`config.mk`:
```
export PLATFORM = sky130hd
export DESIGN_NAME = display_scan_ctrl
export DESIGN_NICKNAME = d
export VERILOG_FILES = /design/src/rtl/display_scan_ctrl.sv
export SDC_FILE = /design/constraint.sdc
export NUM_CORES = 1
export LEC_CHECK = 0
export ABC_AREA = 1
export BUFFER_PORTS_ARGS = -buffer_cell sky130_fd_sc_hd__buf_2
export CAP_MARGIN = 20
export CORE_MARGIN = 4
export CORE_UTILIZATION = 42
export DETAILED_ROUTE_END_ITERATION = 12
export HOLD_SLACK_MARGIN = 0.08
export PLACE_DENSITY_LB_ADDON = 0.1
export SLEW_MARGIN = 20
export SYNTH_ARGS = -nofsm -noshare
export SYNTH_HDL_FRONTEND = slang
export SYNTH_SLANG_ARGS = --single-unit
```
`constraint.sdc`:
```
create_clock -name clk_dis -period 2.5 [get_ports clk_dis]
set_clock_uncertainty 0.15 [all_clocks]
set_input_delay 0.5 -clock clk_dis [delete_from_list [all_inputs] [get_ports clk_dis]]
set_output_delay 0.5 -clock clk_dis [all_outputs]
set_load 0.03 [all_outputs]
```
`src/rtl/display_scan_ctrl.sv`:
```
// Multiplexed 7-seg scan controller: frame snapshot, shared registered decoder, blanking gaps.
// Optional LEADING_ZERO_BLANK_EN: suppress digits above the most significant nonzero digit.
module display_scan_ctrl #(
  parameter int DIGITS    = 4,
  parameter int SCAN_DIV  = 50000,
  parameter int BLANK_CYC = 16
) (
  input  logic                  clk_dis,
  input  logic                  rst,
  input  logic                  en,
  input  logic [4*DIGITS-1:0]   digits_in,
  input  logic [DIGITS-1:0]     dp_in,
  output logic [3:0]            q_out,
  input  logic [7:0]            seg_in,
  output logic [7:0]            seg_out,
  output logic [DIGITS-1:0]     an_out,
  output logic                  frame_done
);

  localparam int BLANK_LEN = (BLANK_CYC < 2) ? 2 : BLANK_CYC;
  localparam int CNT_MAX   = (BLANK_LEN > SCAN_DIV) ? BLANK_LEN : SCAN_DIV;
  localparam int CW        = $clog2(CNT_MAX) + 1;
  localparam int IW        = (DIGITS > 1) ? $clog2(DIGITS) : 1;

  localparam logic [CW-1:0] BLANK_LAST = CW'(BLANK_LEN - 1);
  localparam logic [CW-1:0] SHOW_LAST  = CW'(SCAN_DIV - 1);
  localparam logic [IW-1:0] IDX_LAST   = IW'(DIGITS - 1);

  typedef enum logic [1:0] {IDLE, BLANK, SHOW} state_t;

  state_t                 state;
  logic [IW-1:0]          idx;
  logic [CW-1:0]          cnt;
  logic [DIGITS-1:0][3:0] digits_v;
  logic [DIGITS-1:0][3:0] shadow;
  logic [DIGITS-1:0]      dp_shadow;
  logic                   snap;
  logic                   lit;

  assign digits_v = digits_in;

  // Snapshot on leaving IDLE and at the end of the last digit's SHOW.
  always_comb begin
    snap = 1'b0;
    if (en) begin
      if (state == IDLE)
        snap = 1'b1;
      else if (state == SHOW && cnt == SHOW_LAST && idx == IDX_LAST)
        snap = 1'b1;
    end
  end

`ifdef LEADING_ZERO_BLANK_EN
  logic [IW-1:0] msd;
  logic [IW-1:0] msd_next;

  always_comb begin
    msd_next = '0;
    for (int i = 0; i < DIGITS; i++)
      if (digits_v[i] != 4'h0) msd_next = IW'(i);
  end

  always_ff @(posedge clk_dis) begin
    if (rst)       msd <= '0;
    else if (snap) msd <= msd_next;
  end

  assign lit = (idx <= msd);
`else
  assign lit = 1'b1;
`endif

  always_ff @(posedge clk_dis) begin
    if (rst) begin
      shadow    <= '0;
      dp_shadow <= '0;
    end else if (snap) begin
      shadow    <= digits_v;
      dp_shadow <= dp_in;
    end
  end

  always_ff @(posedge clk_dis) begin
    if (rst) begin
      state      <= IDLE;
      idx        <= '0;
      cnt        <= '0;
      q_out      <= '0;
      seg_out    <= 8'hFF;
      an_out     <= '1;
      frame_done <= 1'b0;
    end else begin
      frame_done <= 1'b0;
      case (state)
        IDLE: begin
          seg_out <= 8'hFF;
          an_out  <= '1;
          cnt     <= '0;
          idx     <= '0;
          if (en) begin
            q_out <= digits_v[0];
            state <= BLANK;
          end
        end
        BLANK: begin
          if (!en) begin
            state <= IDLE;
            idx   <= '0;
            cnt   <= '0;
          end else if (cnt == BLANK_LAST) begin
            // seg_in already reflects q_out: it was loaded >=2 edges ago.
            cnt   <= '0;
            state <= SHOW;
            if (lit) begin
              an_out  <= ~(DIGITS'(1) << idx);
              seg_out <= {~dp_shadow[idx] & seg_in[7], seg_in[6:0]};
            end
          end else begin
            cnt <= cnt + CW'(1);
          end
        end
        SHOW: begin
          if (!en) begin
            state   <= IDLE;
            idx     <= '0;
            cnt     <= '0;
            an_out  <= '1;
            seg_out <= 8'hFF;
          end else if (cnt == SHOW_LAST) begin
            cnt     <= '0;
            an_out  <= '1;
            seg_out <= 8'hFF;
            state   <= BLANK;
            if (idx == IDX_LAST) begin
              frame_done <= 1'b1;
              idx        <= '0;
              q_out      <= digits_v[0];
            end else begin
              idx   <= idx + IW'(1);
              q_out <= shadow[idx + IW'(1)];
            end
          end else begin
            cnt <= cnt + CW'(1);
          end
        end
        default: begin
          state   <= IDLE;
          an_out  <= '1;
          seg_out <= 8'hFF;
        end
      endcase
    end
  end

endmodule

```
==> results of run 1 <==
-- layout by cell type, fill, tap and decap left out, drive strengths merged, types with 7 or more instances in the layout --
| cell type | netlist | layout |
|---|---|---|
| nand2 | 102 | 102 |
| nand3b | 7 | 7 |
| o21ai | 20 | 20 |
| nand3 | 55 | 55 |
| ha | 9 | 9 |
| a21oi | 48 | 48 |
| inv | 33 | 33 |
| dfxtp | 58 | 58 |
| o211ai | 9 | 9 |
| clkbuf | 10 | 9 |
| buf | 11 | 52 |
| nor2 | 58 | 58 |
-- per-stage QoR --
step	total power, W	instance area, um2	hold WS, ns
finish	0.00364	3660	0.257
detailed placement	0.00295	3500	0.299
floorplan	0.00261	3230	0.285
CTS	0.00368	3660	0.243
global route	0.00396	3660	0.245
global placement	0.00293	3500	0.292
-- logic make-up (layout without fill, tap and decap cells) --
| logic type | count (synthesis) | in the layout | synth area share [%] |
|---|---|---|---|
| xor gates and xnor gates | 7 | 7 | 1.90 |
| AOI/OAI and AO/OA | 83 | 83 | 16.4 |
| DFF | 58 | 58 | 36.0 |
| buffers and inverters | 54 | 100 | 7.79 |
| and+or+nand+nor | 231 | 231 | 34.5 |
| adders and majority gates | 9 | 9 | 3.49 |
-- worst max path at each step --
stage,depth (start not counted),startpoint,end
6_report,8,idx[0],q_out[3]
5_1_grt,8,idx[0],q_out[3]
4_1_cts,8,idx[0],q_out[3]
3_5_place_dp,9,idx[0],q_out[1]
3_3_place_gp,9,idx[0],q_out[3]
2_1_floorplan,11,idx[0],q_out[2]
-- layout make-up --
class                      count  share of cell area (%)
clock buffer                   9                    3.39
multi-input combinational    330                    49.7
inverter                      33                    3.39
tap                           99                    3.39
timing repair buffer          52                    7.46
clock inverter                 6                   0.958
sequential                    58                    31.7
-- flip-flops by register name (all words and copies together), names as in the netlist --
signal,cells
dp_shadow,4
an_out,4
idx,2
cnt,17
seg_out,8
frame_done,1
q_out,4
shadow,16
state,2
-- layer usage --
| metal | vias to the layer above | global-route usage, % | wire length [um] |
|---|---|---|---|
| met4 | 0 | 7.11 | 113 |
| met2 | 68 | 26.5 | 3180 |
| met3 | 14 | 3.55 | 361 |
| met1 | 1314 | 25.3 | 3890 |
| li1 | 1541 | - | - |
| met5 | - | 0 | 0 |
-- report_power, final --
| group | leakage, nW | internal, W | switching, W | total [W] |
|---|---|---|---|---|
| combinational | 0.931 | 0.000521 | 0.00113 | 0.00165 |
| sequential | 0.474 | 0.00114 | 0.000133 | 0.00127 |
| clock | 0.0806 | 0.000345 | 0.000369 | 0.000715 |
-- worst max-delay path, stage by stage (launching register included) --
cell,delay (ns)
dfxtp_1,0.61
inv_1,0.11
ha_1,0.46
o21ai_0,0.13
o21ai_0,0.23
a21oi_1,0.12
nand3_1,0.10
nand2_1,0.06
nor2_1,0.10
==> flow_metrics.py, run 1 <==
metrics = {
    "detailed_routing": {
        "via_per_inst": 5.00,
        "ant_nets": 0,
        "route.vias.total": 2937,
        "routedWlPerCell_um": 12.9,
        "drc": 0,
        "drtIter0Drc": 127,
        "first_pass_iters": 4,
        "drt-total-wl_um": 7540,
    },
    "global_route": {
        "grt_pass1_wl_um": 13000,
        "grt_usage_pct": 17.9,
        "antenna_found_initial": 0,
        "grt_pass1_vias": 2795,
        "grt_max_degree": 38,
        "gr-total-overflow": 0,
    },
    "synthesis": {
        "synthCells": 442,
        "synth.avg_cell_area_um2": 7.31,
        "synth_commonest_cells": "81 x nand2_1, 58 x dfxtp_1, 53 x nand3_1, 53 x nor2_1, 32 x a21oi_1",
        "yosysTopAreaCell": "dfxtp_1",
        "synthFlopType": "dfxtp_1",
        "synthArstFlopShare_pct": 0,
        "ys_ff_latch": 58,
        "ys_types": 35,
        "ys.warnings.count": 0,
        "synth.cell_area_um2": 3230,
        "yosysMostFrequentCell": "nand2_1",
        "synth_edf_count": 0,
        "syn-num-nets": 482,
        "synth_top_area_share_pct": 36.0,
        "synth.area.top_cells": "dfxtp_1 36%, nand2_1 9.4%, nand3_1 8.2%, nor2_1 6.2%, a21oi_1 5.0%",
        "synth-seq-area-share_pct": 36.0,
    },
    "floorplan": {
        "fp.dieH_um": 95.7,
        "die-width_um": 95.7,
        "fp-row-count": 31,
        "initial_utilization_pct": 43.8,
        "dieArea_um2": 9160,
        "io_pins": 48,
        "fp.coreArea_um2": 7370,
    },
    "critical_path": {
        "reg2reg_depth": 8,
        "critPathMaxFanout": 13,
        "crit_path_start_kind": "register",
        "crit_required_ns": 2.63,
        "r2r-start": "idx[0]",
        "rr_endpoint": "q_out[3]",
        "endpoint_kind": "register",
        "arrival_ns": 2.25,
        "rrSetupSlack_ns": 0.37,
        "path_class": "register to register",
    },
    "clock_network": {
        "numCtsBuffers": 9,
        "clk_pin_slew_ns": 0.07,
        "root_buffer": "clkbuf_8",
        "cts_buffer_depth": 2,
        "cts_tree": "done",
        "cts_hold_buf": 0,
        "clock-sinks": 58,
        "clk_latency_ns": 0.33,
        "cts_resized": 0,
        "htreeDepth": 3,
        "cts_setup_buffers": 0,
    },
    "worst_hold_path": {
        "holdPathStages": 3,
        "min_path_type": "input pin to register",
        "min_to": "shadow[8]",
        "hold_start": "digits_in[8]",
    },
    "flow_run": {
        "cap_violations": 0,
    },
    "timing": {
        "rsz0062_at_grt": "no",
        "fin_ws_ns": 0.371,
        "slew_headroom_pct": 56.5,
        "setup_viol": 0,
        "max_slew.worst_pin.slew_ns": 0.653,
        "finalHoldViolations": 0,
        "final_max_slew_viol_count": 0,
        "max_freq_mhz": 470,
        "setup_tns_ns": 0,
        "finalWorstPathRequiredPeriod_ns": 2.13,
        "layout_worst_path_cycle_share_pct": 85.2,
    },
    "placed_design": {
        "gp_congestion": 0.844,
        "port_buffers": 47,
        "dp.cells": 572,
        "post-place-ws_ns": 0.376,
        "dp_hpwl_um": 5310,
    },
    "cells_and_area": {
        "ff_latch_area_um2": 1160,
        "fillCellCount": 774,
        "fin_nets": 524,
        "syn_to_final_growth_pct": 13.3,
        "drive_above_1_share_pct": 24.0,
        "multi_input_area_um2": 1820,
        "instances_no_fill": 587,
        "antenna_cells": 0,
        "fin_util_pct": 49.6,
    },
    "outcome": {
        "status": "finished, final reports clean",
    },
    "pwr": {
        "vdd_ir_drop_max_v": 0.000333,
        "p_leak_nw": 1.49,
        "p_per_area_nw_per_um2": 995,
    },
}
Note: power is estimated with default switching activity, not from simulation.
==> run 2: changes to the inputs <==
Settings changed: CELL_PAD_IN_SITES_DETAIL_PLACEMENT set to 0, CELL_PAD_IN_SITES_GLOBAL_PLACEMENT set to 1, CORE_UTILIZATION 42 to 41.
==> flow_metrics.py, run 2 (synthesized netlist as in run 1, its figures left out) <==
metrics = {
    "outcome": {
        "status": "finished, final reports clean",
    },
    "critical_path": {
        "r2r-start": "idx[0]",
        "endpoint_kind": "register",
        "cpMostUsedCell": "o21ai_0",
        "rr_endpoint": "q_out[1]",
        "rrSetupSlack_ns": 0.51,
        "path_class": "register to register",
        "reg2reg_depth": 9,
        "crit_path_max_incr_delay_ns": 0.44,
        "slowest_stage": "ha_1",
        "arrival_ns": 2.12,
        "crit_path_start_kind": "register",
        "crit_required_ns": 2.63,
        "critPathMaxFanout": 12,
        "path_cells": "buf_4 -> inv_1 -> ha_1 -> o21ai_0 -> o21ai_0 -> a21oi_1 -> nand3_1 -> nand2_1 -> nor2_1",
    },
    "pwr": {
        "internal-power_w": 0.00208,
        "vdd_ir_drop_max_v": 0.000317,
        "clkPwrFrac_pct": 21.4,
        "p_per_area_nw_per_um2": 1010,
        "power.switching_w": 0.00165,
        "p_total_w": 0.00373,
        "switching_share_pct": 44.2,
        "p_leak_nw": 1.51,
        "p_seq_share_pct": 33.4,
        "combPwrFrac_pct": 45.1,
    },
    "clock_network": {
        "root_buffer": "clkbuf_8",
        "numCtsBuffers": 9,
        "cts_buffer_depth": 2,
        "cts_tree": "done",
        "clock-sinks": 58,
        "cts_setup_buffers": 0,
        "cts_hold_buf": 0,
        "clk_latency_ns": 0.35,
        "htreeDepth": 3,
        "cts_resized": 0,
        "clk_pin_slew_ns": 0.07,
    },
    "detailed_routing": {
        "route.vias.total": 2951,
        "drc": 0,
        "drtIter0Drc": 116,
        "drt-total-wl_um": 7800,
        "first_pass_iters": 5,
        "via_per_inst": 4.98,
        "routedWlPerCell_um": 13.1,
        "ant_nets": 0,
    },
    "timing": {
        "finalWorstPathRequiredPeriod_ns": 1.99,
        "fin_ws_ns": 0.509,
        "final_max_slew_viol_count": 0,
        "max_freq_mhz": 502,
        "slew_headroom_pct": 52.5,
        "setup_viol": 0,
        "layout_worst_path_cycle_share_pct": 79.7,
        "setup_tns_ns": 0,
        "rsz0062_at_grt": "no",
        "max_slew.worst_pin.slew_ns": 0.712,
        "finalHoldViolations": 0,
    },
    "floorplan": {
        "fp.coreArea_um2": 7690,
        "fp-row-count": 32,
        "die-width_um": 96.8,
        "initial_utilization_pct": 42.0,
        "io_pins": 48,
        "dieArea_um2": 9360,
        "fp.dieH_um": 96.8,
    },
    "worst_hold_path": {
        "min_to": "seg_out[1]",
        "min_path_type": "input pin to register",
        "holdPathStages": 3,
        "hold_start": "seg_in[1]",
    },
    "cells_and_area": {
        "drive_above_1_share_pct": 24.4,
        "instances_no_fill": 593,
        "top_register": "cnt",
        "fillCellCount": 845,
        "top_regs": "cnt x17, shadow x16, seg_out x8",
        "largest_reg_flops": 17,
        "fin_util_pct": 48.1,
        "syn_to_final_growth_pct": 14.5,
        "final_cell_mix": "81 x nand2_1, 58 x dfxtp_1, 53 x nor2_1, 53 x nand3_1, 47 x buf_2",
        "final_common_cell": "nand2_1",
        "antenna_cells": 0,
        "fin_nets": 526,
    },
    "global_route": {
        "use_met1_pct": 23.7,
        "met3_usage_pct": 5.19,
        "grt_usage_pct": 16.9,
        "grt_util_met2_pct": 25.0,
        "grt_pass1_vias": 2761,
        "busiest_layer": "met2",
        "grt_pass1_wl_um": 13200,
        "antenna_found_initial": 0,
        "grt_max_degree": 38,
        "gr-total-overflow": 0,
    },
    "placed_design": {
        "dp_hpwl_um": 5410,
        "gp_congestion": 0.830,
        "post-place-ws_ns": 0.512,
        "port_buffers": 47,
        "dp.cells": 577,
    },
    "flow_run": {
        "cap_violations": 0,
    },
}
[run 2: critical path: cells and delay by family (launching register included)]
kind / cells / cell delay (ns)
fa+ha+maj: 1 / 0.44
buf+inv: 2 / 0.26
simple gates: 3 / 0.25
flops: 1 / 0.35
compound gates: 3 / 0.48
[run 2: final cells by class]
type	count	area [um2]	share of cell area (%)
Clock inverter	5	28.8	0.778
Tap cell	102	128	3.45
Multi-Input combinational cell	330	1820	49.1
Timing Repair Buffer	54	288	7.78
Sequential cell	58	1160	31.4
Clock buffer	11	151	4.09
Inverter	33	124	3.35
[run 2: per-layer routing]
layer / routed length [um] / share of wire (%)
met5: 0 / 0
met4: 86 / 1.1
met3: 417 / 5.3
met2: 3320 / 43
met1: 3980 / 51
[run 2: how the worst max path moves through the flow]
stage | depth (start not counted) | slack (ns) | end | start
CTS | 9 | 0.51 | q_out[1] | idx[0]
floorplan | 11 | 0.69 | q_out[2] | idx[0]
global placement | 10 | 0.53 | q_out[1] | idx[0]
global route | 9 | 0.27 | q_out[3] | idx[0]
finish | 9 | 0.51 | q_out[1] | idx[0]
detailed placement | 9 | 0.51 | q_out[1] | idx[0]
[run 2: power groups by stage]
| stage | clock network, W | registers [W] | logic (W) |
|---|---|---|---|
| 5_1_grt | 0.000863 | 0.00127 | 0.00190 |
| 3_5_place_dp | 0 | 0.00127 | 0.00170 |
| 6_report | 0.000801 | 0.00125 | 0.00169 |
| 2_1_floorplan | 0 | 0.00149 | 0.00112 |
| 4_1_cts | 0.000820 | 0.00125 | 0.00170 |
| 3_3_place_gp | 0 | 0.00127 | 0.00170 |
[run 2: stage by stage]
stage / area (um2) / hold slack [ns]
2_1_floorplan: 3230 / 0.285
3_3_place_gp: 3520 / 0.293
3_5_place_dp: 3520 / 0.295
4_1_cts: 3700 / 0.235
5_1_grt: 3700 / 0.232
6_report: 3700 / 0.248
